--- config.mk ---
export PLATFORM = sky130hd
export DESIGN_NAME = spi_master_txrx
export DESIGN_NICKNAME = d
export VERILOG_FILES = /design/src/rtl/spi_master_txrx.sv
export SDC_FILE = /design/constraint.sdc
export NUM_CORES = 1
export LEC_CHECK = 0
export ABC_AREA = 1
export CAP_MARGIN = 20
export CELL_PAD_IN_SITES_DETAIL_PLACEMENT = 1
export CELL_PAD_IN_SITES_GLOBAL_PLACEMENT = 2
export CORE_MARGIN = 2
export CORE_UTILIZATION = 31
export DETAILED_ROUTE_END_ITERATION = 6
export GPL_TIMING_DRIVEN = 0
export PLACE_DENSITY = 0.84
export SYNTH_ARGS = -nofsm -noshare
export SYNTH_HDL_FRONTEND = slang
export SYNTH_SLANG_ARGS = --single-unit
--- constraint.sdc ---
create_clock -name clk -period 1.9 [get_ports clk]
set_input_delay 0.57 -clock clk [delete_from_list [all_inputs] [get_ports clk]]
set_output_delay 0.57 -clock clk [all_outputs]
set_load 0.03 [all_outputs]
--- src/rtl/spi_master_txrx.sv ---
`default_nettype none
// ============================================================================
//  Module   : spi_master_txrx
//  Purpose  : Single-byte SPI master in mode 0 (CPOL=0, CPHA=0), MSB first.
//             Accepts a byte on a start/busy/done handshake, drives CS_N,
//             SCLK and MOSI, and returns the byte captured from MISO.
//  Ports    : clk      - system clock, all state changes on posedge
//             reset    - synchronous active-high reset
//             start    - transaction request, honoured only while idle
//             tx_data  - byte to send, latched when start is accepted
//             rx_data  - last complete received byte
//             busy     - transaction in progress
//             done     - one-cycle pulse at transaction end
//             sclk     - SPI clock, idles low
//             mosi     - serial data out, MSB first
//             miso     - serial data in, sampled as SCLK rises
//             cs_n     - active-low chip select
//  Revision : 1.0 - initial release
// ============================================================================
module spi_master_txrx #(
    parameter int CLKDIV = 4
) (
    input  logic       clk,
    input  logic       reset,
    input  logic       start,
    input  logic [7:0] tx_data,
    output logic [7:0] rx_data,
    output logic       busy,
    output logic       done,
    output logic       sclk,
    output logic       mosi,
    input  logic       miso,
    output logic       cs_n
);

    generate
        if (CLKDIV < 1) begin : g_bad_clkdiv
            $error("spi_master_txrx: CLKDIV must be >= 1");
        end
    endgenerate

    localparam int            CW        = (CLKDIV > 1) ? $clog2(CLKDIV) : 1;
    localparam logic [CW-1:0] C_CNT_MAX = CW'(CLKDIV - 1);

    typedef enum logic [1:0] {
        S_IDLE  = 2'd0,
        S_SETUP = 2'd1,
        S_SHIFT = 2'd2,
        S_HOLD  = 2'd3
    } state_t;

    state_t          r_state, w_state;
    logic [CW-1:0]   r_cnt,   w_cnt;
    logic [3:0]      r_bits,  w_bits;    // bits sampled so far, 0..8
    logic [6:0]      r_tx_sr, w_tx_sr;   // bits still to be sent after MSB
    logic [7:0]      r_rx_sr, w_rx_sr;
    logic [7:0]      r_rx_data, w_rx_data;
    logic            r_busy,  w_busy;
    logic            r_done,  w_done;
    logic            r_sclk,  w_sclk;
    logic            r_mosi,  w_mosi;
    logic            r_cs_n,  w_cs_n;
    logic            w_expire;

    assign w_expire = (r_cnt == C_CNT_MAX);

    always_comb begin
        w_state   = r_state;
        w_cnt     = r_cnt;
        w_bits    = r_bits;
        w_tx_sr   = r_tx_sr;
        w_rx_sr   = r_rx_sr;
        w_rx_data = r_rx_data;
        w_busy    = r_busy;
        w_done    = 1'b0;
        w_sclk    = r_sclk;
        w_mosi    = r_mosi;
        w_cs_n    = r_cs_n;

        // Half-period counter free-runs in every active state and wraps on expiry.
        if (r_state != S_IDLE) begin
            w_cnt = w_expire ? '0 : r_cnt + 1'b1;
        end

        case (r_state)
            S_IDLE: begin
                w_cnt  = '0;
                w_bits = 4'd0;
                if (start) begin
                    w_tx_sr = tx_data[6:0];
                    w_mosi  = tx_data[7];
                    w_cs_n  = 1'b0;
                    w_busy  = 1'b1;
                    w_state = S_SETUP;
                end
            end
            S_SETUP: begin
                if (w_expire) begin
                    // First rising edge: MSB has been on MOSI for a full half-period.
                    w_sclk  = 1'b1;
                    w_rx_sr = {r_rx_sr[6:0], miso};
                    w_bits  = r_bits + 4'd1;
                    w_state = S_SHIFT;
                end
            end
            S_SHIFT: begin
                if (w_expire) begin
                    if (r_sclk) begin
                        w_sclk = 1'b0;
                        if (r_bits < 4'd8) begin
                            w_mosi  = r_tx_sr[6];
                            w_tx_sr = {r_tx_sr[5:0], 1'b0};
                        end else begin
                            // Eighth falling edge: MOSI keeps its last bit through HOLD.
                            w_state = S_HOLD;
                        end
                    end else begin
                        w_sclk  = 1'b1;
                        w_rx_sr = {r_rx_sr[6:0], miso};
                        w_bits  = r_bits + 4'd1;
                    end
                end
            end
            S_HOLD: begin
                if (w_expire) begin
                    w_cs_n    = 1'b1;
                    w_busy    = 1'b0;
                    w_done    = 1'b1;
                    w_rx_data = r_rx_sr;
                    w_mosi    = 1'b0;
                    w_cnt     = '0;
                    w_state   = S_IDLE;
                end
            end
            default: begin
                w_state = S_IDLE;
            end
        endcase
    end

    always_ff @(posedge clk) begin
        if (reset) begin
            r_state   <= S_IDLE;
            r_cnt     <= '0;
            r_bits    <= 4'd0;
            r_tx_sr   <= 7'd0;
            r_rx_sr   <= 8'd0;
            r_rx_data <= 8'd0;
            r_busy    <= 1'b0;
            r_done    <= 1'b0;
            r_sclk    <= 1'b0;
            r_mosi    <= 1'b0;
            r_cs_n    <= 1'b1;
        end else begin
            r_state   <= w_state;
            r_cnt     <= w_cnt;
            r_bits    <= w_bits;
            r_tx_sr   <= w_tx_sr;
            r_rx_sr   <= w_rx_sr;
            r_rx_data <= w_rx_data;
            r_busy    <= w_busy;
            r_done    <= w_done;
            r_sclk    <= w_sclk;
            r_mosi    <= w_mosi;
            r_cs_n    <= w_cs_n;
        end
    end

    assign rx_data = r_rx_data;
    assign busy    = r_busy;
    assign done    = r_done;
    assign sclk    = r_sclk;
    assign mosi    = r_mosi;
    assign cs_n    = r_cs_n;

endmodule
`default_nettype wire

## After elaboration in Yosys (flattened, before gate mapping)

Cells that the tools add are included.

- Add/subtract/negate cells: 2
- $lt $le $gt $ge: 1
- Eq/ne operators: 12
- Muxes and demuxes: 39
- Bitwise gates (word level): 1
- Reduce and logical (&&, ||, !) cells: 16

Operator list:

| cell | count |
|---|---|
| 7-bit two-way mux | 4 |
| 8-bit two-way mux | 3 |
| 2-bit two-way mux | 9 |
| 2-bit != test, second input constant | 8 |
| 8-bit case mux with 2 select lines | 1 |
| 7-bit case mux with 2 select lines | 1 |
| 4-bit two-way mux | 3 |
| 4-bit case mux with 3 select lines | 1 |
| 6-bit AND reduction | 2 |
| 1-bit two-way mux | 11 |
| 2-bit case mux with 4 select lines | 1 |
| 4-bit AND reduction | 2 |
| 2-bit nonzero test | 4 |
| 2-bit == test, second input constant | 3 |
| 1-bit case mux with 2 select lines | 3 |
| 3-bit AND reduction | 2 |
| 3-bit nonzero test | 2 |
| 5-bit AND reduction | 1 |
| 4-bit by 1-bit adder with 4-bit output, second input constant | 1 |
| 4-bit < comparator, second input constant | 1 |
| 2-bit case mux with 2 select lines | 1 |
| 1-bit case mux with 3 select lines | 1 |
| 2-bit by 1-bit adder with 2-bit output, second input constant | 1 |
| 2-bit by 1-bit == test with 1-bit output, second input constant | 1 |
| other kinds (4) | 4 |

- Register bits: 36
- Input port bits: 12
- Output and inout port bits: 13
- Logic and storage cells: 82

## Depth between registers and ports, before layout

Gate-level depths: netlist (run 1).

- Depth in word-level cells: 5
- Depth in mapped cells: 9
- Mapped depth without buffers: 9

## Worst setup path before layout (run 1)

OpenSTA, ideal clock, no wires.

- Path kind: reg2reg
- Start point: register r_state[0]
- End point: register r_tx_sr[5]
- Setup time: 112 ps
- Arrival time: 1349 ps
- Slack: 439 ps
- Stages on the path, launching flop included: 9
- Path buffers: 0
- Clock period less this slack: 1461 ps
- Path through: dfxtp_1 inv_1 ha_1 nand2_1 o21ai_4 nor2_2 nand3_1 nand2_1 nor2_1

- Longest elaborated chain between the ends: 3
- Elaborated cells on any way between the ends: 9
- Those cells by class: eq/ne: 5; mux: 1; reduce/logical: 3

RTL lines:

| element | RTL line | RTL |
|---|---|---|
| start: declaration | 52 | `state_t r_state, w_state;` |
| start signal: assignment | 155 | `r_state <= w_state;` |
| 2-bit == test / 2-bit zero test (equally long branches) | 85 | `case (r_state)` |
| 2-bit != test (no source line) / 2-bit nonzero test (equally long branches) | n/a |  |
| 5-bit AND reduction (no source line) | n/a |  |
| end signal: assignment | 158 | `r_tx_sr <= w_tx_sr;` |
| end: declaration | 55 | `logic [6:0] r_tx_sr, w_tx_sr;` |

Parallel ways exist; a longest one is shown, timed or not.
A chain may end at the register's enable or synchronous reset.

## Worst setup path after layout (run 1)

- Start point: register r_mosi (netlist: mosi)
- End point: output port mosi

RTL lines:

| element | RTL line | RTL |
|---|---|---|
| start: declaration | 61 | `logic r_mosi, w_mosi;` |
| start signal: assignment | 164 | `r_mosi <= w_mosi;` |
| end: declaration | 31 | `output logic mosi,` |

No word-level cell between the ends.

==> results.sh, run 1 <==
export IMPL_outcome="finished, final reports clean"
export IMPL_ys_types=25
export IMPL_synth_top_area_share=0.419
export IMPL_ys_top_cells_by_count="nand2_1 (41), dfxtp_1 (36), nor2_1 (29), a21oi_1 (24), inv_1 (19)"
export IMPL_dr_pass1_iters=4
export IMPL_num_vias=1547
export IMPL_slew_headroom=0.757
export IMPL_fin_crit_ns=1.86
export IMPL_crit_family="buffers and inverters"
export IMPL_stdcell_count=328
export IMPL_antenna_found_initial=0
export IMPL_design_area_um2=2230
export IMPL_die_y_um=78.5
export IMPL_grt_usage=0.155
export IMPL_place_congestion=0.770
export IMPL_cts_sinks=36
export IMPL_power_density_nw_per_um2=1320
export IMPL_yosysSeqAreaShare=0.419
export IMPL_synth_async_sr_flop_share=0
export IMPL_dpl_cell_count=321
export IMPL_hold_violations=0
export IMPL_crit_type="reg2out"
export IMPL_grt_pass1_wl_um=7640
export IMPL_area_delta_synth_final_pct=29.8
export IMPL_fin_nets=275
export IMPL_syn_inst=225
export IMPL_worstPathCellList="clkdlybuf4s50_1"
export IMPL_drv_cap=0
export IMPL_cp_end_kind="output port"
export IMPL_drive_gt1_frac=0.109
export IMPL_clockRootBuffer="clkbuf_8"
export IMPL_setup_tns_ns=0
export IMPL_avgSynthCellArea_um2=7.65
export IMPL_fin_skew_ns=0.00881
export IMPL_syn_cell_area_um2=1720
export IMPL_utilization=0.411
export IMPL_irDropWorstVdd_v=0.000382
export IMPL_viasPerCell=4.72
export IMPL_drt_wl_total_um=4110
export IMPL_post_dp_cell_area_um2=2050
export IMPL_die_area_um2=6170
export IMPL_yosys_warnings=0
export IMPL_io_buffers=24
export IMPL_io_pin_count=25
export IMPL_cp_required_ns=1.33
export IMPL_rows=27
export IMPL_synth_seq_cells=36
export IMPL_synth_most_common_cell="nand2_1"
export IMPL_synth_nets=245
export IMPL_cts_tree="built"
export IMPL_grt_ovfl_total=0
export IMPL_worst_slew_pin_slew_ns=0.363
export IMPL_drv_slew=0
export IMPL_cp_start_kind="flop"
export IMPL_cp_max_fo=2
export IMPL_p_leak_nw=1.07
export IMPL_antenna_cells=0
export IMPL_clk_latency_ns=0.29
export IMPL_finalCritPeriodShare=0.976
export IMPL_avgRoutedWirePerCell_um=12.5
export IMPL_timing_fmax_mhz=539
export IMPL_synth_edf_count=0
export IMPL_cts_buffer_depth=2
export IMPL_path_clk_slew_ns=0.07
export IMPL_grt_pass1_vias=1634
export IMPL_hpwl_um=3000
export IMPL_fp_dieW_um=78.5
export IMPL_cpMaxStageDelayCell="clkdlybuf4s50_1"
export IMPL_cts_buffers=5
export IMPL_drc=0
export IMPL_synth_flop_cell="dfxtp_1"
export IMPL_grt_max_degree=13
export IMPL_synth_area_leader_cell="dfxtp_1"
export IMPL_crit_buf_inv=1
export IMPL_start_util=0.317
export IMPL_htree_levels=2
export IMPL_setup_violations_final=0
export IMPL_post_cts_buffers=0
export IMPL_drtAntennaViolNets=0
export IMPL_slowest_delay_ns=0.67
export IMPL_hold_path_class="reg2reg"
export IMPL_crit_arrival_ns=1.29
export IMPL_drt_iter0_markers=73
export IMPL_rsz0062_at_grt="no"
export IMPL_netlist_top_cells_area="dfxtp_1 (42%), nand2_1 (8.9%), a21oi_1 (7.0%)"
export IMPL_core_area_um2=5440
metrics by stage:
step	hold slack (ns)	total power (W)	worst slack, ns
floorplan	0.429	0.00173	0.439
global placement	0.448	0.00200	-0.163
detailed placement	0.446	0.00201	-0.209
CTS	0.465	0.00297	0.0156
global route	0.499	0.00319	0.000246
finish	0.454	0.00294	0.0449
per-layer routing:
metal | vias up | track usage | wire [um]
met5 | - | 0 | 0
met4 | 0 | 0.0421 | 32
met3 | 4 | 0.0402 | 136
met2 | 21 | 0.258 | 2000
met1 | 730 | 0.197 | 1940
li1 | 792 | - | -
what timing repair did:
action	4_1_cts	5_1_grt
hold buffers	0	0
endpoints found under the hold margin	0	0
endpoints found under the setup margin	1	18
gates resized for setup	1	11
cell type report:
class / instances / area, um^2
Timing Repair Buffer: 24 / 262
Fill cell: 675 / 3200
Multi-Input combinational cell: 158 / 850
Clock buffer: 5 / 68.8
Sequential cell: 36 / 722
Clock inverter: 3 / 90.1
Inverter: 24 / 92.6
Tap cell: 72 / 90.1
Buffer: 6 / 60.1
cells in the final DEF, fill, tap and decap left out, drive strengths merged:
cell type / n
nand3: 15
dlygate4sd2: 1
a21boi: 7
o21ai: 19
inv: 24
o21a: 1
a21oi: 25
clkbuf: 5
nand3b: 1
bufinv: 3
nor3: 4
nand2: 42
dfxtp: 36
nand4: 3
nor2: 32
xor2: 1
ha: 8
buf: 6
dlymetal6s2s: 9
clkdlybuf4s50: 14
worst paths after layout:
check                     startpoint                 endpoint  slack [ns]  cells past startpoint
max                mosi$_SDFFE_PP0P_                     mosi        0.04                      1
min                cs_n$_SDFFE_PP1P_        cs_n$_SDFFE_PP1P_        0.45                      2
max reg2reg  r_state[1]$_SDFFE_PP0P_  r_tx_sr[2]$_SDFFE_PP0P_        0.24                      7
min reg2reg        cs_n$_SDFFE_PP1P_        cs_n$_SDFFE_PP1P_        0.45                      2
sequential cells by signal, summed over array words and instances, names as in the netlist, 2 cells and up:
name and cells:
r_tx_sr 7, r_rx_sr 8, r_bits 4, r_state 2, r_cnt 2, rx_data 8
logic make-up (layout without fill, tap and decap cells):
kind of cell	after synthesis	in the layout	synth area share
xor+xnor	1	1	0.00509
simple gates	97	97	0.251
compound gates	52	52	0.176
flops	36	36	0.419
buf+inv	31	62	0.0908
fa+ha+maj	8	8	0.0581
report_power, final:
group	leakage, nW	internal [W]	switching, W
combinational	0.702	0.000386	0.000678
clock	0.0784	0.000657	0.000283
sequential	0.293	0.000867	0.0000755
Note: power is estimated with default switching activity, not from simulation.
==> inputs of run 2 (changes only) <==
--- a/config.mk
+++ b/config.mk
@@ -13,7 +13,7 @@
 export CORE_UTILIZATION = 31
 export DETAILED_ROUTE_END_ITERATION = 6
 export GPL_TIMING_DRIVEN = 0
-export PLACE_DENSITY = 0.84
+export PLACE_DENSITY_LB_ADDON = 0.1
 export SYNTH_ARGS = -nofsm -noshare
 export SYNTH_HDL_FRONTEND = slang
 export SYNTH_SLANG_ARGS = --single-unit
==> results.sh, run 2 (synthesis results as in run 1) <==
export IMPL_drtAntennaViolNets=0
export IMPL_grt_ovfl_total=0
export IMPL_timing_fmax_mhz=533
export IMPL_seqPwrFrac=0.344
export IMPL_cts_buffer_depth=2
export IMPL_crit_family="buffers and inverters"
export IMPL_cts_buffers=5
export IMPL_cp_max_fo=2
export IMPL_drive_gt1_frac=0.109
export IMPL_r2r_slack_ns=0.17
export IMPL_place_congestion=0.736
export IMPL_min_delay_start="r_rx_sr[7]$_SDFFE_PP0P_"
export IMPL_slowest_delay_ns=0.67
export IMPL_cp_end_kind="output port"
export IMPL_grt_max_degree=12
export IMPL_grt_pass1_vias=1590
export IMPL_rr_worst_depth=8
export IMPL_rows=27
export IMPL_clk_latency_ns=0.30
export IMPL_num_vias=1543
export IMPL_dr_pass1_iters=4
export IMPL_post_dp_cell_area_um2=2050
export IMPL_layout_cells_most_common="nand2_1"
export IMPL_hold_violations=0
export IMPL_hold_path_class="reg2reg"
export IMPL_cp_start_kind="flop"
export IMPL_antenna_cells=0
export IMPL_power_density_nw_per_um2=1250
export IMPL_worstPathCellList="clkdlybuf4s50_1"
export IMPL_worst_slew_pin_slew_ns=0.343
export IMPL_crit_arrival_ns=1.30
export IMPL_netSwitchingPower_w=0.00105
export IMPL_die_area_um2=6170
export IMPL_hpwl_um=3050
export IMPL_crit_path_end="rx_data[2]"
export IMPL_avgRoutedWirePerCell_um=12.9
export IMPL_grt_pass1_wl_um=7550
export IMPL_design_area_um2=2190
export IMPL_reg2reg_from="r_state[0]$_SDFFE_PP0P_"
export IMPL_fin_skew_ns=0.00707
export IMPL_fin_nets=277
export IMPL_area_delta_synth_final_pct=27.1
export IMPL_slew_headroom=0.771
export IMPL_sw_frac_of_total=0.386
export IMPL_setup_tns_ns=0
export IMPL_cp_required_ns=1.33
export IMPL_finalCritPeriodShare=0.987
export IMPL_grt_usage=0.157
export IMPL_cts_hold_buf=0
export IMPL_setup_violations_final=0
export IMPL_stdcell_count=330
export IMPL_dpl_cell_count=321
export IMPL_pwr_share_clk=0.249
export IMPL_r2r_end="r_tx_sr[2]$_SDFFE_PP0P_"
export IMPL_outcome="finished, final reports clean"
export IMPL_antenna_found_initial=0
export IMPL_holdWs_ns=0.462
export IMPL_io_pin_count=25
export IMPL_drc=0
export IMPL_drv_cap=0
export IMPL_htree_levels=2
export IMPL_clockRootBuffer="clkbuf_8"
export IMPL_core_area_um2=5440
export IMPL_cpMaxStageDelayCell="clkdlybuf4s50_1"
export IMPL_p_comb_frac=0.406
export IMPL_io_buffers=24
export IMPL_path_clk_slew_ns=0.07
export IMPL_crit_type="reg2out"
export IMPL_cts_tree="built"
export IMPL_critical_path_depth=1
export IMPL_viasPerCell=4.68
export IMPL_cts_sinks=36
export IMPL_start_util=0.317
export IMPL_cp_startpoint="rx_data[2]$_SDFFE_PP0P_"
export IMPL_drv_slew=0
export IMPL_drt_wl_total_um=4270
export IMPL_die_y_um=78.5
export IMPL_drt_iter0_markers=62
export IMPL_irDropWorstVdd_v=0.000365
export IMPL_power_internal_w=0.00168
export IMPL_fp_dieW_um=78.5
export IMPL_p_leak_nw=1.01
export IMPL_crit_buf_inv=1
export IMPL_final_cell_mix="nand2_1 (41), dfxtp_1 (36), nor2_1 (29)"
export IMPL_fin_crit_ns=1.87
==> run 2: changes by cell type in the layout (fill, tap and decap cells not counted), sizes merged <==
cell           before  now
clkbuf              5    6
clkdlybuf4s50      14   16
buf                 6    8
clkinv              0    1
bufinv              3    1
dlygate4sd2         1    2
dlymetal6s2s        9    6
==> run 2: area by class of cell <==
type | instances | area [um^2]
timing repair buffer | 26 | 268
clock inverter | 2 | 35.0
tap | 72 | 90.1
sequential | 36 | 721
inverter | 24 | 92.6
buffer | 6 | 60.1
clock buffer | 6 | 72.6
fill | 683 | 3250
multi-input combinational | 158 | 850
==> run 2: power by group through the flow <==
stage          clock network, W  logic, W  registers, W
2_1_floorplan                 0  0.000738      0.000992
3_3_place_gp                  0   0.00106      0.000957
3_5_place_dp                  0   0.00107      0.000959
4_1_cts                0.000711   0.00107      0.000941
5_1_grt                0.000741   0.00126      0.000956
6_report               0.000680   0.00111      0.000940
==> run 2: what timing repair did <==
item | in CTS | in global routing
gates resized for setup | 2 | 7
setup endpoints to repair | 2 | 14
pin swaps | 0 | 1
setup buffers | 0 | 2
==> run 2: per-layer routing <==
| metal | vias to the layer above | routed length (um) | global-route usage |
|---|---|---|---|
| met4 | 0 | 61 | 0.0579 |
| met1 | 721 | 2060 | 0.191 |
| li1 | 793 | - | - |
| met5 | - | 0 | 0 |
| met3 | 5 | 140 | 0.0448 |
| met2 | 24 | 2000 | 0.264 |
==> run 2: through the flow <==
| step | setup WS (ns) | util | power, W |
|---|---|---|---|
| floorplan | 0.439 | - | 0.00173 |
| global placement | -0.204 | 0.377 | 0.00202 |
| detailed placement | -0.227 | 0.377 | 0.00202 |
| CTS | 0.00662 | 0.397 | 0.00272 |
| global route | -0.00648 | 0.402 | 0.00296 |
| finish | 0.0254 | 0.402 | 0.00273 |
==> run 2: how the worst min path moves through the flow <==
stage                               to  slack, ns  depth (start not counted)
2_1_floorplan  r_rx_sr[7]$_SDFFE_PP0P_       0.43                          2
3_3_place_gp         cs_n$_SDFFE_PP1P_       0.44                          2
3_5_place_dp         cs_n$_SDFFE_PP1P_       0.45                          2
4_1_cts        rx_data[7]$_SDFFE_PP0P_       0.46                          2
5_1_grt              cs_n$_SDFFE_PP1P_       0.50                          2
6_report       r_rx_sr[7]$_SDFFE_PP0P_       0.46                          2
